--- config.mk ---
export PLATFORM = sky130hd
export DESIGN_NAME = rv32_decode_queue
export DESIGN_NICKNAME = d
export VERILOG_FILES = /design/src/rtl/rv32_decode_queue_pkg.sv /design/src/rtl/rv32_decode_comb.sv /design/src/rtl/rv32_decode_queue.sv
export SDC_FILE = /design/constraint.sdc
export NUM_CORES = 1
export LEC_CHECK = 0
export BUFFER_PORTS_ARGS = -buffer_cell sky130_fd_sc_hd__buf_2
export CAP_MARGIN = 15
export CORE_ASPECT_RATIO = 2
export CORE_MARGIN = 2
export CORE_UTILIZATION = 50
export CTS_CLUSTER_SIZE = 40
export DETAILED_ROUTE_END_ITERATION = 8
export HOLD_SLACK_MARGIN = 0.08
export PLACE_DENSITY = 0.78
export SYNTH_ARGS = -nofsm -noshare
export SYNTH_HDL_FRONTEND = slang
export SYNTH_HIERARCHICAL = 1
export SYNTH_SLANG_ARGS = --single-unit
--- constraint.sdc ---
create_clock -name clk -period 7.4 [get_ports clk]
set_clock_uncertainty 0.2 [all_clocks]
set_input_delay 0.74 -clock clk [delete_from_list [all_inputs] [get_ports clk]]
set_output_delay 0.74 -clock clk [all_outputs]
set_load 0.05 [all_outputs]
--- src/rtl/rv32_decode_queue_pkg.sv ---
// Shared types and opcode constants for the RV32I decode queue.
// Optional statistics counters are enabled with the DECODE_STATS_EN macro
// (see rv32_decode_queue.sv).
package rv32_decode_queue_pkg;

    localparam logic [6:0] OPC_LUI    = 7'b0110111;
    localparam logic [6:0] OPC_AUIPC  = 7'b0010111;
    localparam logic [6:0] OPC_JAL    = 7'b1101111;
    localparam logic [6:0] OPC_JALR   = 7'b1100111;
    localparam logic [6:0] OPC_BRANCH = 7'b1100011;
    localparam logic [6:0] OPC_LOAD   = 7'b0000011;
    localparam logic [6:0] OPC_STORE  = 7'b0100011;
    localparam logic [6:0] OPC_OP_IMM = 7'b0010011;
    localparam logic [6:0] OPC_OP     = 7'b0110011;

    localparam logic [31:0] HALT_INSTR = 32'h00010073;

    typedef enum logic [2:0] {
        UNIT_ALU = 3'd0,
        UNIT_BRU = 3'd1,
        UNIT_MAU = 3'd2
    } proc_unit_t;

    typedef enum logic [2:0] {
        TYPE_R = 3'd0,
        TYPE_I = 3'd1,
        TYPE_S = 3'd2,
        TYPE_B = 3'd3,
        TYPE_U = 3'd4,
        TYPE_J = 3'd5
    } op_type_t;

    typedef enum logic [1:0] {
        Q_RUN    = 2'd0,
        Q_DRAIN  = 2'd1,
        Q_HALTED = 2'd2
    } queue_state_t;

    // pc is carried at full 32 bits; the queue narrows it to PC_W on output.
    typedef struct packed {
        logic [31:0] pc;
        logic [31:0] instr;
        proc_unit_t  unit;
        op_type_t    op_type;
        logic [4:0]  rd;
        logic [4:0]  rs1;
        logic [4:0]  rs2;
        logic [31:0] imm;
        logic        illegal;
        logic        halt;
    } decoded_instr_t;

    // Immediate as implied by the opcode alone; legality is judged elsewhere.
    function automatic logic [31:0] get_full_imm(input logic [31:0] instr);
        logic [31:0] imm;
        imm = '0;
        case (instr[6:0])
            OPC_OP_IMM: begin
                if (instr[14:12] == 3'b001 || instr[14:12] == 3'b101)
                    imm = {27'b0, instr[24:20]};
                else
                    imm = {{20{instr[31]}}, instr[31:20]};
            end
            OPC_LOAD, OPC_JALR: imm = {{20{instr[31]}}, instr[31:20]};
            OPC_STORE:  imm = {{20{instr[31]}}, instr[31:25], instr[11:7]};
            OPC_BRANCH: imm = {{19{instr[31]}}, instr[31], instr[7],
                               instr[30:25], instr[11:8], 1'b0};
            OPC_LUI, OPC_AUIPC: imm = {instr[31:12], 12'b0};
            OPC_JAL:    imm = {{11{instr[31]}}, instr[31], instr[19:12],
                               instr[20], instr[30:21], 1'b0};
            default:    imm = '0;
        endcase
        return imm;
    endfunction

endpackage

--- src/rtl/rv32_decode_comb.sv ---
// Purely combinational RV32I decoder: raw word + PC -> decoded_instr_t.
// Illegal words decode to ALU/R with zero fields; HALT decodes to BRU with
// zero fields.
module rv32_decode_comb
    import rv32_decode_queue_pkg::*;
(
    input  logic [31:0]    instr,
    input  logic [31:0]    pc,
    output decoded_instr_t dec
);

    logic [6:0] opcode;
    logic [2:0] f3;
    logic [6:0] f7;
    logic       legal;
    logic       halt;
    proc_unit_t unit;
    op_type_t   op_type;
    logic       use_rd;
    logic       use_rs1;
    logic       use_rs2;

    assign opcode = instr[6:0];
    assign f3     = instr[14:12];
    assign f7     = instr[31:25];
    assign halt   = (instr == HALT_INSTR);

    // Classify the opcode and decide which register fields are meaningful.
    always_comb begin
        legal   = 1'b0;
        unit    = UNIT_ALU;
        op_type = TYPE_R;
        use_rd  = 1'b0;
        use_rs1 = 1'b0;
        use_rs2 = 1'b0;
        case (opcode)
            OPC_LUI, OPC_AUIPC: begin
                legal = 1'b1; op_type = TYPE_U; use_rd = 1'b1;
            end
            OPC_JAL: begin
                legal = 1'b1; unit = UNIT_BRU; op_type = TYPE_J; use_rd = 1'b1;
            end
            OPC_JALR: begin
                legal = (f3 == 3'b000); unit = UNIT_BRU; op_type = TYPE_I;
                use_rd = 1'b1; use_rs1 = 1'b1;
            end
            OPC_BRANCH: begin
                legal = (f3 != 3'b010) && (f3 != 3'b011);
                unit = UNIT_BRU; op_type = TYPE_B; use_rs1 = 1'b1; use_rs2 = 1'b1;
            end
            OPC_LOAD: begin
                legal = f3 inside {3'b000, 3'b001, 3'b010, 3'b100, 3'b101};
                unit = UNIT_MAU; op_type = TYPE_I; use_rd = 1'b1; use_rs1 = 1'b1;
            end
            OPC_STORE: begin
                legal = f3 inside {3'b000, 3'b001, 3'b010};
                unit = UNIT_MAU; op_type = TYPE_S; use_rs1 = 1'b1; use_rs2 = 1'b1;
            end
            OPC_OP_IMM: begin
                if (f3 == 3'b001)      legal = (f7 == 7'h00);
                else if (f3 == 3'b101) legal = (f7 == 7'h00) || (f7 == 7'h20);
                else                   legal = 1'b1;
                op_type = TYPE_I; use_rd = 1'b1; use_rs1 = 1'b1;
            end
            OPC_OP: begin
                legal = (f7 == 7'h00) ||
                        ((f7 == 7'h20) && (f3 == 3'b000 || f3 == 3'b101));
                use_rd = 1'b1; use_rs1 = 1'b1; use_rs2 = 1'b1;
            end
            default: legal = 1'b0;
        endcase
    end

    // Assemble the entry; HALT and illegal words carry no operand fields.
    always_comb begin
        dec       = '0;
        dec.pc    = pc;
        dec.instr = instr;
        if (halt) begin
            dec.halt = 1'b1;
            dec.unit = UNIT_BRU;
        end else if (legal) begin
            dec.unit    = unit;
            dec.op_type = op_type;
            dec.rd      = use_rd  ? instr[11:7]  : 5'd0;
            dec.rs1     = use_rs1 ? instr[19:15] : 5'd0;
            dec.rs2     = use_rs2 ? instr[24:20] : 5'd0;
            dec.imm     = get_full_imm(instr);
        end else begin
            dec.illegal = 1'b1;
        end
    end

endmodule

--- src/rtl/rv32_decode_queue.sv ---
// Buffered RV32I decode queue: decodes at enqueue, holds DEPTH entries and
// runs a RUN -> DRAIN -> HALTED stop machine on HALT.
// Define DECODE_STATS_EN to add saturating per-category dequeue counters.
//
// Handshakes: a transfer happens on a rising edge where valid && ready are
// both high. valid never depends on ready; in_ready does not look at
// out_ready, and head fields are stable while out_valid && !out_ready.
module rv32_decode_queue
    import rv32_decode_queue_pkg::*;
#(
    parameter int DEPTH  = 4,
    parameter int PC_W   = 32,
    parameter int STAT_W = 16
) (
    input  logic                       clk,
    input  logic                       rst_n,
    input  logic                       flush,
    input  logic                       in_valid,
    output logic                       in_ready,
    input  logic [31:0]                in_instr,
    input  logic [PC_W-1:0]            in_pc,
    output logic                       out_valid,
    input  logic                       out_ready,
    output logic [PC_W-1:0]            out_pc,
    output logic [31:0]                out_instr,
    output logic [2:0]                 out_unit,
    output logic [2:0]                 out_type,
    output logic [4:0]                 out_rd,
    output logic [4:0]                 out_rs1,
    output logic [4:0]                 out_rs2,
    output logic [31:0]                out_imm,
    output logic                       out_illegal,
    output logic                       out_halt,
    output logic                       halted,
    output logic [$clog2(DEPTH+1)-1:0] count,
`ifdef DECODE_STATS_EN
    output logic [STAT_W-1:0]          stat_alu,
    output logic [STAT_W-1:0]          stat_bru,
    output logic [STAT_W-1:0]          stat_mau,
    output logic [STAT_W-1:0]          stat_illegal,
`endif
    output logic [1:0]                 state_dbg
);

    localparam int PTR_W = $clog2(DEPTH);
    localparam int CNT_W = $clog2(DEPTH+1);
    localparam logic [CNT_W-1:0] DEPTH_C = CNT_W'(DEPTH);

    decoded_instr_t     mem [DEPTH];
    decoded_instr_t     in_dec;
    decoded_instr_t     head;
    logic [PTR_W-1:0]   wr_ptr;
    logic [PTR_W-1:0]   rd_ptr;
    logic [CNT_W-1:0]   count_q;
    queue_state_t       state;
    logic               push;
    logic               pop;

    rv32_decode_comb u_decode (
        .instr (in_instr),
        .pc    (32'(in_pc)),
        .dec   (in_dec)
    );

    assign in_ready  = (count_q < DEPTH_C) && (state == Q_RUN);
    assign out_valid = (count_q != '0);
    assign push      = in_valid && in_ready;
    assign pop       = out_valid && out_ready;

    // Empty queue presents all-zero fields.
    assign head = out_valid ? mem[rd_ptr] : '0;

    assign out_pc      = head.pc[PC_W-1:0];
    assign out_instr   = head.instr;
    assign out_unit    = head.unit;
    assign out_type    = head.op_type;
    assign out_rd      = head.rd;
    assign out_rs1     = head.rs1;
    assign out_rs2     = head.rs2;
    assign out_imm     = head.imm;
    assign out_illegal = head.illegal;
    assign out_halt    = head.halt;
    assign halted      = (state == Q_HALTED);
    assign count       = count_q;
    assign state_dbg   = state;

    // Entry storage; written only on an accepted push outside flush.
    always_ff @(posedge clk) begin
        if (push && !flush) mem[wr_ptr] <= in_dec;
    end

    // Pointers, occupancy and the halt state machine; flush wins over all.
    always_ff @(posedge clk or negedge rst_n) begin
        if (!rst_n) begin
            wr_ptr  <= '0;
            rd_ptr  <= '0;
            count_q <= '0;
            state   <= Q_RUN;
        end else if (flush) begin
            wr_ptr  <= '0;
            rd_ptr  <= '0;
            count_q <= '0;
            state   <= Q_RUN;
        end else begin
            if (push) wr_ptr <= wr_ptr + 1'b1;
            if (pop)  rd_ptr <= rd_ptr + 1'b1;
            if (push && !pop)      count_q <= count_q + 1'b1;
            else if (!push && pop) count_q <= count_q - 1'b1;
            case (state)
                Q_RUN:    if (push && in_dec.halt) state <= Q_DRAIN;
                Q_DRAIN:  if (pop && head.halt)    state <= Q_HALTED;
                Q_HALTED: state <= Q_HALTED;
                default:  state <= Q_RUN;
            endcase
        end
    end

`ifdef DECODE_STATS_EN
    // Saturating dequeue counters; illegal entries count only as illegal.
    always_ff @(posedge clk or negedge rst_n) begin
        if (!rst_n) begin
            stat_alu     <= '0;
            stat_bru     <= '0;
            stat_mau     <= '0;
            stat_illegal <= '0;
        end else if (pop && !flush) begin
            if (head.illegal) begin
                if (stat_illegal != '1) stat_illegal <= stat_illegal + 1'b1;
            end else begin
                case (head.unit)
                    UNIT_BRU: if (stat_bru != '1) stat_bru <= stat_bru + 1'b1;
                    UNIT_MAU: if (stat_mau != '1) stat_mau <= stat_mau + 1'b1;
                    default:  if (stat_alu != '1) stat_alu <= stat_alu + 1'b1;
                endcase
            end
        end
    end
`endif

endmodule

==> summary.txt, run 1 <==
====================================================================================================
Most common library cell in the layout ignoring fill and taps ......................... sky130_fd_sc_hd__edfxtp_1
Path category of the worst min-delay check ............................................       in2reg
Num CTS Buffers .......................................................................           38
Part of the power in combinational logic ..............................................        34.9%
Cells taking the most area after synthesis ............................................ sky130_fd_sc_hd__edfxtp_1, sky130_fd_sc_hd__mux4_2, sky130_fd_sc_hd__and2_1
Slew HR ...............................................................................        26.8%
Int Power .............................................................................      5.21 mW
Maximum buffer depth of the clock tree ................................................            3
Avg Synthesized Cell Area .............................................................     19.2 µm²
Vias ..................................................................................         9964
Share of the yosys chip area belonging to registers ...................................        71.6%
Sequential group share of total power .................................................        39.7%
Commonest cells after routing, fill and taps aside .................................... sky130_fd_sc_hd__edfxtp_1, sky130_fd_sc_hd__buf_2, sky130_fd_sc_hd__and2_1
Wire length of the first global-routing pass ..........................................      62.7 mm
Final weighted congestion in routability-driven placement .............................        0.888
Floorplan row count ...................................................................          104
Startpoint type of the worst setup path ...............................................         flop
Drt via density .......................................................................         5.72
Main flop type after synthesis ........................................................ sky130_fd_sc_hd__edfxtp_1
Standby leakage power .................................................................      7.73 nW
Number of cells upsized or downsized after cts ........................................            0
Post-detailed-placement half-perimeter wirelength .....................................      26.2 mm
Clock-pin slew reported for the worst setup and hold paths after clock tree synthesis .      0.07 ns
Core Region ...........................................................................    40100 µm²
Netlist area before placement .........................................................    20300 µm²
Ys async rst share ....................................................................        1.86%
Setup slack at placement ..............................................................      3.48 ns
Remaining antenna violation count .....................................................            0
Count of nets after finishing .........................................................         1257
Kind of capture point of the worst setup path .........................................  output port
Unrepaired setup endpoints after global routing .......................................           no
Shortest clock period the worst path allows after layout ..............................      4.36 ns
Number of register bits inferred by synthesis .........................................          485
Total global routing overflow .........................................................            0
Root buffer cell ...................................................................... sky130_fd_sc_hd__clkbuf_16
Die span in y .........................................................................       289 µm
Net Sw Frac ...........................................................................        36.5%
Transition time of the tightest slew-check pin ........................................      1.10 ns
Top Ports .............................................................................          196
Synthesized instance count ............................................................         1055
CTS hold repair buffers ...............................................................            1
GR Util All Layers ....................................................................        19.7%
Top cell type's share of synthesized area .............................................        70.5%
Synth cell types ......................................................................           63
Sw power ..............................................................................      2.99 mW
Vias in the first global route ........................................................        10300
Latest clock arrival within the worst-skew pair .......................................      0.54 ns
Pins Over Slew Limit ..................................................................            0
Maximum resistive drop on vdd .........................................................     0.243 mV
Layout cell share with drive strength beyond 1 ........................................        33.4%
Clock network fraction of total power .................................................        25.3%
Worst path setup slack after routing ..................................................      3.04 ns
Area delta synth->final ...............................................................        10.2%
Post-route clock period utilization ...................................................        58.9%
Number of flops mapped to enable cells by yosys .......................................          476
Maximum fanout along the worst path ...................................................           63
Depth of the CTS H-tree ...............................................................            2
Setup bufs post-CTS ...................................................................            0
Mapped Nets ...........................................................................         1132
Die Area ..............................................................................    42300 µm²
Count of unresolved DRC violations after routing ......................................            0
Die width .............................................................................       146 µm
Syn. warnings .........................................................................            6
Kind of critical path .................................................................      reg2out
Number of maximum-capacitance violations ..............................................            0
Maximum frequency from static timing analysis .........................................      230 MHz
Clock tree from TritonCTS .............................................................        built
P per Cell Area .......................................................................   367 nW/µm²
Number of DRC violations after detailed-routing iteration 0 ...........................          961
Pin count of the biggest net entering global routing ..................................          121
Final total negative setup slack ......................................................         0 ns
Initial Utilization ...................................................................        50.6%
1st-pass router iterations ............................................................            8
Outcome ............................................................................... finished, final reports clean
Cell type with the highest aggregate area in the netlist .............................. sky130_fd_sc_hd__edfxtp_1
Number of antenna violations at the first check in global routing .....................            7
TritonCTS sink count ..................................................................          485
CP Data Required Time .................................................................      6.46 ns
Data arrival time at the worst-slack endpoint .........................................      3.42 ns
Average routed wire per standard cell .................................................      24.2 µm
Sum of routed wire length over all layers .............................................      42.2 mm
Buffers added on ports ................................................................          195
Setup-failing EPs final ...............................................................            0
Final hold violation count ............................................................            0
====================================================================================================
-- critical path: stages, from the launching register on --
cell,delay [ns]
sky130_fd_sc_hd__dfrtp_4,1.05
sky130_fd_sc_hd__buf_4,0.80
sky130_fd_sc_hd__mux4_2,0.36
sky130_fd_sc_hd__and2_1,0.24
sky130_fd_sc_hd__buf_2,0.31
-- flip-flops by register name (all words and copies together), names as in the netlist --
register   cells
count          3
mem          476
rd_ptr         2
state_dbg      2
wr_ptr         2
-- routing by layer --
metal	wire (µm)	vias up	part of all wire, %	track usage, %
met5	19	-	0.045	0
met4	1930	4	4.6	9.05
met3	2150	104	5.1	2.27
met2	22300	416	53	34.8
met1	15800	5097	37	24.7
li1	-	4343	-	-
-- worst paths after layout --
| check | from | end | slack [ns] | cells past startpoint |
|---|---|---|---|---|
| max | rd_ptr[1] | out_type[1] | 3.04 | 4 |
| min | in_pc[27] | mem[2][114] | 0.22 | 1 |
| max reg2reg | state_dbg[0] | mem[2][72] | 3.64 | 6 |
| min reg2reg | wr_ptr[1] | wr_ptr[1] | 0.41 | 2 |
| max in group asynchronous | rst_n | rd_ptr[0] | 6.39 | 2 |
| min in group asynchronous | rst_n | rd_ptr[1] | 0.39 | 2 |
-- power groups by stage --
stage               logic [mW]  clock network (mW)  registers (mW)
finish                    2.86                2.08            3.26
floorplan                 2.39                   0            3.29
global route              3.01                2.21            3.27
detailed placement        2.91                   0            3.32
CTS                       2.92                2.11            3.26
global placement          2.90                   0            3.31
-- cells by family (layout without fill, tap and decap cells) --
logic type	Yosys count	in the layout	synth area share, %
muxes	123	123	13.4
xor gates and xnor gates	4	4	0.173
DFF	485	485	71.6
adders and majority gates	8	8	0.531
and+or+nand+nor	235	235	6.99
other	1	6	0.0185
AOI/OAI and AO/OA	67	67	2.33
buffers and inverters	132	285	4.90
-- area by class of cell --
type	count	area (µm²)
multi-input combinational	438	4770
tap	530	663
fill	3054	17700
inverter	13	48.8
antenna	5	12.5
timing repair buffer	204	1060
clock buffer	47	1010
clock inverter	21	251
sequential	485	14500
-- synth_stat cells, types with 2 or more instances --
library cell / number
sky130_fd_sc_hd__a211o_1: 3
sky130_fd_sc_hd__a21o_1: 2
sky130_fd_sc_hd__a21oi_1: 26
sky130_fd_sc_hd__a22oi_1: 5
sky130_fd_sc_hd__a31oi_1: 3
sky130_fd_sc_hd__and2_1: 127
sky130_fd_sc_hd__and3_1: 17
sky130_fd_sc_hd__and4_1: 5
sky130_fd_sc_hd__buf_12: 10
sky130_fd_sc_hd__buf_2: 19
sky130_fd_sc_hd__buf_4: 68
sky130_fd_sc_hd__buf_6: 6
sky130_fd_sc_hd__clkbuf_1: 15
sky130_fd_sc_hd__dfrtp_1: 9
sky130_fd_sc_hd__edfxtp_1: 476
sky130_fd_sc_hd__ha_1: 7
sky130_fd_sc_hd__inv_1: 13
sky130_fd_sc_hd__mux2_2: 2
sky130_fd_sc_hd__mux4_2: 119
sky130_fd_sc_hd__nand2_1: 7
sky130_fd_sc_hd__nand2b_1: 2
sky130_fd_sc_hd__nand3_1: 6
sky130_fd_sc_hd__nand4_1: 2
sky130_fd_sc_hd__nor2_1: 35
sky130_fd_sc_hd__nor2_2: 11
sky130_fd_sc_hd__nor2b_1: 4
sky130_fd_sc_hd__nor3_1: 3
sky130_fd_sc_hd__nor4_1: 3
sky130_fd_sc_hd__o211a_1: 2
sky130_fd_sc_hd__o21ai_0: 10
sky130_fd_sc_hd__or3_1: 4
sky130_fd_sc_hd__xnor2_1: 2
sky130_fd_sc_hd__xor2_1: 2
-- through the flow --
step | power [mW] | utilization [%] | cells | instance area, µm² | hold WS, ns
6_report | 8.19 | 55.7 | 1743 | 22300 | 0.219
2_1_floorplan | 5.68 | - | 1055 | 20300 | 0.244
5_1_grt | 8.49 | 55.7 | 1742 | 22300 | 0.204
4_1_cts | 8.29 | 55.7 | 1738 | 22300 | 0.197
3_3_place_gp | 6.20 | 52.6 | 1669 | 21100 | 0.383
3_5_place_dp | 6.22 | 52.6 | 1669 | 21100 | 0.407
Power figures use the tool's default switching activity.
==> run 2: changes to the inputs <==
ABC_AREA = 1   (was default)
PLACE_DENSITY = 0.81   (was 0.78)
clock period = 3.8 ns   (was 7.4 ns; I/O delays follow)
==> run 2 against run 1 <==
Register-to-register slack worse by 2.7 ns. Utilization increased by 1.7 points. Hold slack gained 0.13 ns. Synthesized cell count up 75%. Count of clock-buffer cells in the layout increased by 2. Clock power is 97% higher. Cell area is 7.0% higher. Via count grew 44%. Routed wire length rose by 28%. Critical path type unchanged. Largest power group is now combinational cells. Highest routed layer is now met4.
==> summary.txt, run 2 <==
====================================================================================================
Total chip power ......................................................................      17.8 mW   +120%
GR Util All Layers ....................................................................        24.4%   +4.6 points
Most common library cell in the layout ignoring fill and taps ......................... sky130_fd_sc_hd__nor2_1
Unrepaired setup endpoints after global routing .......................................           no
Cell Count Post-Placement .............................................................         2435   +46%
Area delta synth->final ...............................................................        13.8%
Die width .............................................................................       149 µm   +1.8%
Vias ..................................................................................        14400   +44%
CP Data Required Time .................................................................      3.22 ns   -3.24 ns
Cell count of the worst hold path .....................................................            2   +1
Commonest cells after routing, fill and taps aside .................................... sky130_fd_sc_hd__nor2_1, sky130_fd_sc_hd__edfxtp_1, sky130_fd_sc_hd__o21ai_0
Maximum frequency from static timing analysis .........................................      273 MHz
Diode count ...........................................................................            0   -5
P per Cell Area .......................................................................   745 nW/µm²   +100%
Post-Place Cell Area ..................................................................    21900 µm²   +4.1%
Endpoint of the worst-slack reg-to-reg timing path ....................................   mem[3][98]
Outcome ............................................................................... finished, final reports clean
Clock tree from TritonCTS .............................................................        built
Floorplan row count ...................................................................          106   +1.9%
Synth cell types ......................................................................           35   -44%
Setup bufs post-CTS ...................................................................            0   unchanged
Count of unresolved DRC violations after routing ......................................            0   unchanged
Share of the yosys chip area belonging to registers ...................................        69.1%   -2.5 points
Avg Synthesized Cell Area .............................................................     11.4 µm²   -41%
Top cell type's share of synthesized area .............................................        68.0%   -2.5 points
Latest clock arrival within the worst-skew pair .......................................      0.54 ns   about the same
Sum of routed wire length over all layers .............................................      53.9 mm   +28%
FF-to-FF path depth ...................................................................            7   +1
Layout cell share with drive strength beyond 1 ........................................        16.2%   -17 points
Number of antenna violations at the first check in global routing .....................            1   -6
Number of flops mapped to enable cells by yosys .......................................          476   unchanged
Main flop type after synthesis ........................................................ sky130_fd_sc_hd__edfxtp_1
Slowest library cell on the worst path ................................................ sky130_fd_sc_hd__dfrtp_4
Final Cell Area .......................................................................    23900 µm²   +7.0%
Data arrival time at the worst-slack endpoint .........................................      3.09 ns   -0.33 ns
Post-detailed-placement half-perimeter wirelength .....................................      31.8 mm   +21%
Endpoint of the worst hold-timing path ................................................ state_dbg[0]
Cells taking the most area after synthesis ............................................ sky130_fd_sc_hd__edfxtp_1, sky130_fd_sc_hd__nor2_1, sky130_fd_sc_hd__o21ai_0
Kind of critical path .................................................................      reg2out
Top routing layer in use ..............................................................         met4
Drt via density .......................................................................         5.56   -2.7%
Number of maximum-capacitance violations ..............................................            0   unchanged
Average routed wire per standard cell .................................................      20.9 µm   -14%
Pin count of the biggest net entering global routing ..................................          121   unchanged
Syn. warnings .........................................................................            6   unchanged
Final std cells w/o fill ..............................................................         2579   +48%
Clock-pin slew reported for the worst setup and hold paths after clock tree synthesis .      0.07 ns   about the same
Remaining antenna violation count .....................................................            0   unchanged
Routed length on met1 .................................................................      18.6 mm   +18%
Slew HR ...............................................................................        37.6%   +11 points
Crit path cell chain .................................................................. inv_8, buf_4, o21ai_0, a21oi_1, buf_2
Worst stage delay on the critical path ................................................      0.69 ns   -0.36 ns
Synthesized instance count ............................................................         1847   +75%
Maximum fanout along the worst path ...................................................           82   +30%
Top Ports .............................................................................          196   unchanged
Pins Over Slew Limit ..................................................................            0   unchanged
1st-pass router iterations ............................................................            6   -2
Count of nets after finishing .........................................................         2085   +66%
Cell type with the highest aggregate area in the netlist .............................. sky130_fd_sc_hd__edfxtp_1
Core Region ...........................................................................    41600 µm²   +3.9%
WHS ...................................................................................     0.344 ns   +0.125 ns
TritonCTS sink count ..................................................................          485   unchanged
Crit-path leading delay family ........................................................ buffers and inverters
Largest register by flop count ........................................................          mem
Number of buffers and inverters on the critical path ..................................            3   +1
Setup slack at placement ..............................................................     0.616 ns   -2.86 ns
Shortest clock period the worst path allows after layout ..............................      3.67 ns
Netlist area before placement .........................................................    21000 µm²   +3.7%
Startpoint type of the worst setup path ...............................................         flop
Amount of wire on met2 after detailed routing .........................................      28.8 mm   +29%
Final hold violation count ............................................................            0   unchanged
Die Area ..............................................................................    43800 µm²   +3.6%
Register-to-register setup slack ......................................................      0.99 ns   -2.65 ns
Num CTS Buffers .......................................................................           41   +7.9%
Final weighted congestion in routability-driven placement .............................        0.931   +4.8%
Mapped Nets ...........................................................................         1924   +70%
Maximum resistive drop on vdd .........................................................     0.599 mV   +150%
Total global routing overflow .........................................................            0   unchanged
Kind of capture point of the worst setup path .........................................  output port
Vias in the first global route ........................................................        14500   +40%
Worst path setup slack after routing ..................................................     0.134 ns   -2.91 ns
Maximum buffer depth of the clock tree ................................................            3   unchanged
Flip-flop count of the largest register, all copies and words added ...................          476   unchanged
Post-route clock period utilization ...................................................        96.5%
Depth of the CTS H-tree ...............................................................            2   unchanged
Root buffer cell ...................................................................... sky130_fd_sc_hd__clkbuf_16
Count of filler cells inserted in the layout ..........................................         3317   +8.6%
Transition time of the tightest slew-check pin ........................................     0.933 ns   -0.164 ns
Initial Utilization ...................................................................        50.5%   -0.12 points
Sequential cell area in the final layout ..............................................    14500 µm²   unchanged
Cell with the most instances after synthesis .......................................... sky130_fd_sc_hd__nor2_1
Met3 Wirelength .......................................................................      3.42 mm   +60%
Buffers added on ports ................................................................          195   unchanged
Worst R2R Start ....................................................................... state_dbg[0]
Standby leakage power .................................................................      8.70 nW   +13%
Path category of the worst min-delay check ............................................      reg2reg
Min-delay src ......................................................................... state_dbg[0]
Multi-input gate area .................................................................     5190 µm²   +8.6%
Number of DRC violations after detailed-routing iteration 0 ...........................         1130   +18%
Die span in y .........................................................................       294 µm   +1.8%
Leading cell types by count after synthesis ........................................... sky130_fd_sc_hd__nor2_1, sky130_fd_sc_hd__edfxtp_1, sky130_fd_sc_hd__o21ai_0
Ys async rst share ....................................................................        1.86%   unchanged
Number of register bits inferred by synthesis .........................................          485   unchanged
Setup-failing EPs final ...............................................................            0   unchanged
Wire length of the first global-routing pass ..........................................      80.7 mm   +29%
====================================================================================================
[run 2: cell count changes in the layout (fill, tap and decap cells not counted), sizes merged, moves of 52 or more]
| cell | change |
|---|---|
| mux4 | -119 |
| dlygate4sd3 | +69 |
| o21ai | +253 |
| nor2 | +540 |
| and2 | -126 |
| a21oi | +100 |
| nand2 | +87 |
| inv | +52 |
[run 2: layer usage]
metal | up-vias | global-route usage (%)
met3 | 155 | 3.24
met1 | 6943 | 26.2
met4 | 0 | 13.0
li1 | 6625 | -
met2 | 629 | 45.6
met5 | - | 0
[run 2: stage by stage]
stage               setup TNS (ns)  util, %
finish                           0     57.4
global route                     0     57.4
CTS                              0     57.4
detailed placement               0     52.6
global placement                 0     52.6
floorplan                  -595.59        -
[run 2: kinds of logic (layout without fill, tap and decap cells)]
family / after synthesis / after routing / synth area share, %
and+or+nand+nor: 720 / 720 / 14.4
DFF: 485 / 485 / 69.1
AOI/OAI and AO/OA: 400 / 400 / 9.61
buffers and inverters: 233 / 425 / 6.37
adders and majority gates: 8 / 8 / 0.512
other: 1 / 1 / 0.0178
[run 2: where the power goes]
group / internal [mW] / total (mW) / switching [mW]
registers: 6.25 / 6.39 / 0.143
logic: 1.44 / 7.34 / 5.91
clock network: 2.27 / 4.09 / 1.82
total: 9.95 / 17.8 / 7.87
[run 2: worst max-delay path by stage]
stage,from,end,slack [ns],cells after the start
after floorplan,state_dbg[0],mem[0][0],-1.25,6
after global placement,rd_ptr[0],out_imm[28],0.67,5
after detailed placement,rd_ptr[0],out_imm[28],0.62,5
after CTS,rd_ptr[0],out_imm[28],0.006,5
after global routing,rd_ptr[0],out_imm[26],0.06,5
final,rd_ptr[0],out_imm[28],0.13,5
[run 2: what timing repair did]
action,in CTS,in global routing
hold buffers,70,0
hold endpoints to repair,274,0
resized for setup,0,2
setup endpoints to repair,0,3
[run 2: final cells by class]
type | instances | share of cell area (%)
sequential | 485 | 60.7
inverter | 63 | 1.04
tap | 540 | 2.83
multi-input combinational | 1129 | 21.7
clock buffer | 49 | 4.42
clock inverter | 25 | 0.963
timing repair buffer | 288 | 8.32
[run 2: worst min-delay path: stages, from the launching register on]
cell and delay (ns):
sky130_fd_sc_hd__dfrtp_1 0.39, sky130_fd_sc_hd__nand2_1 0.07, sky130_fd_sc_hd__nand2_1 0.05
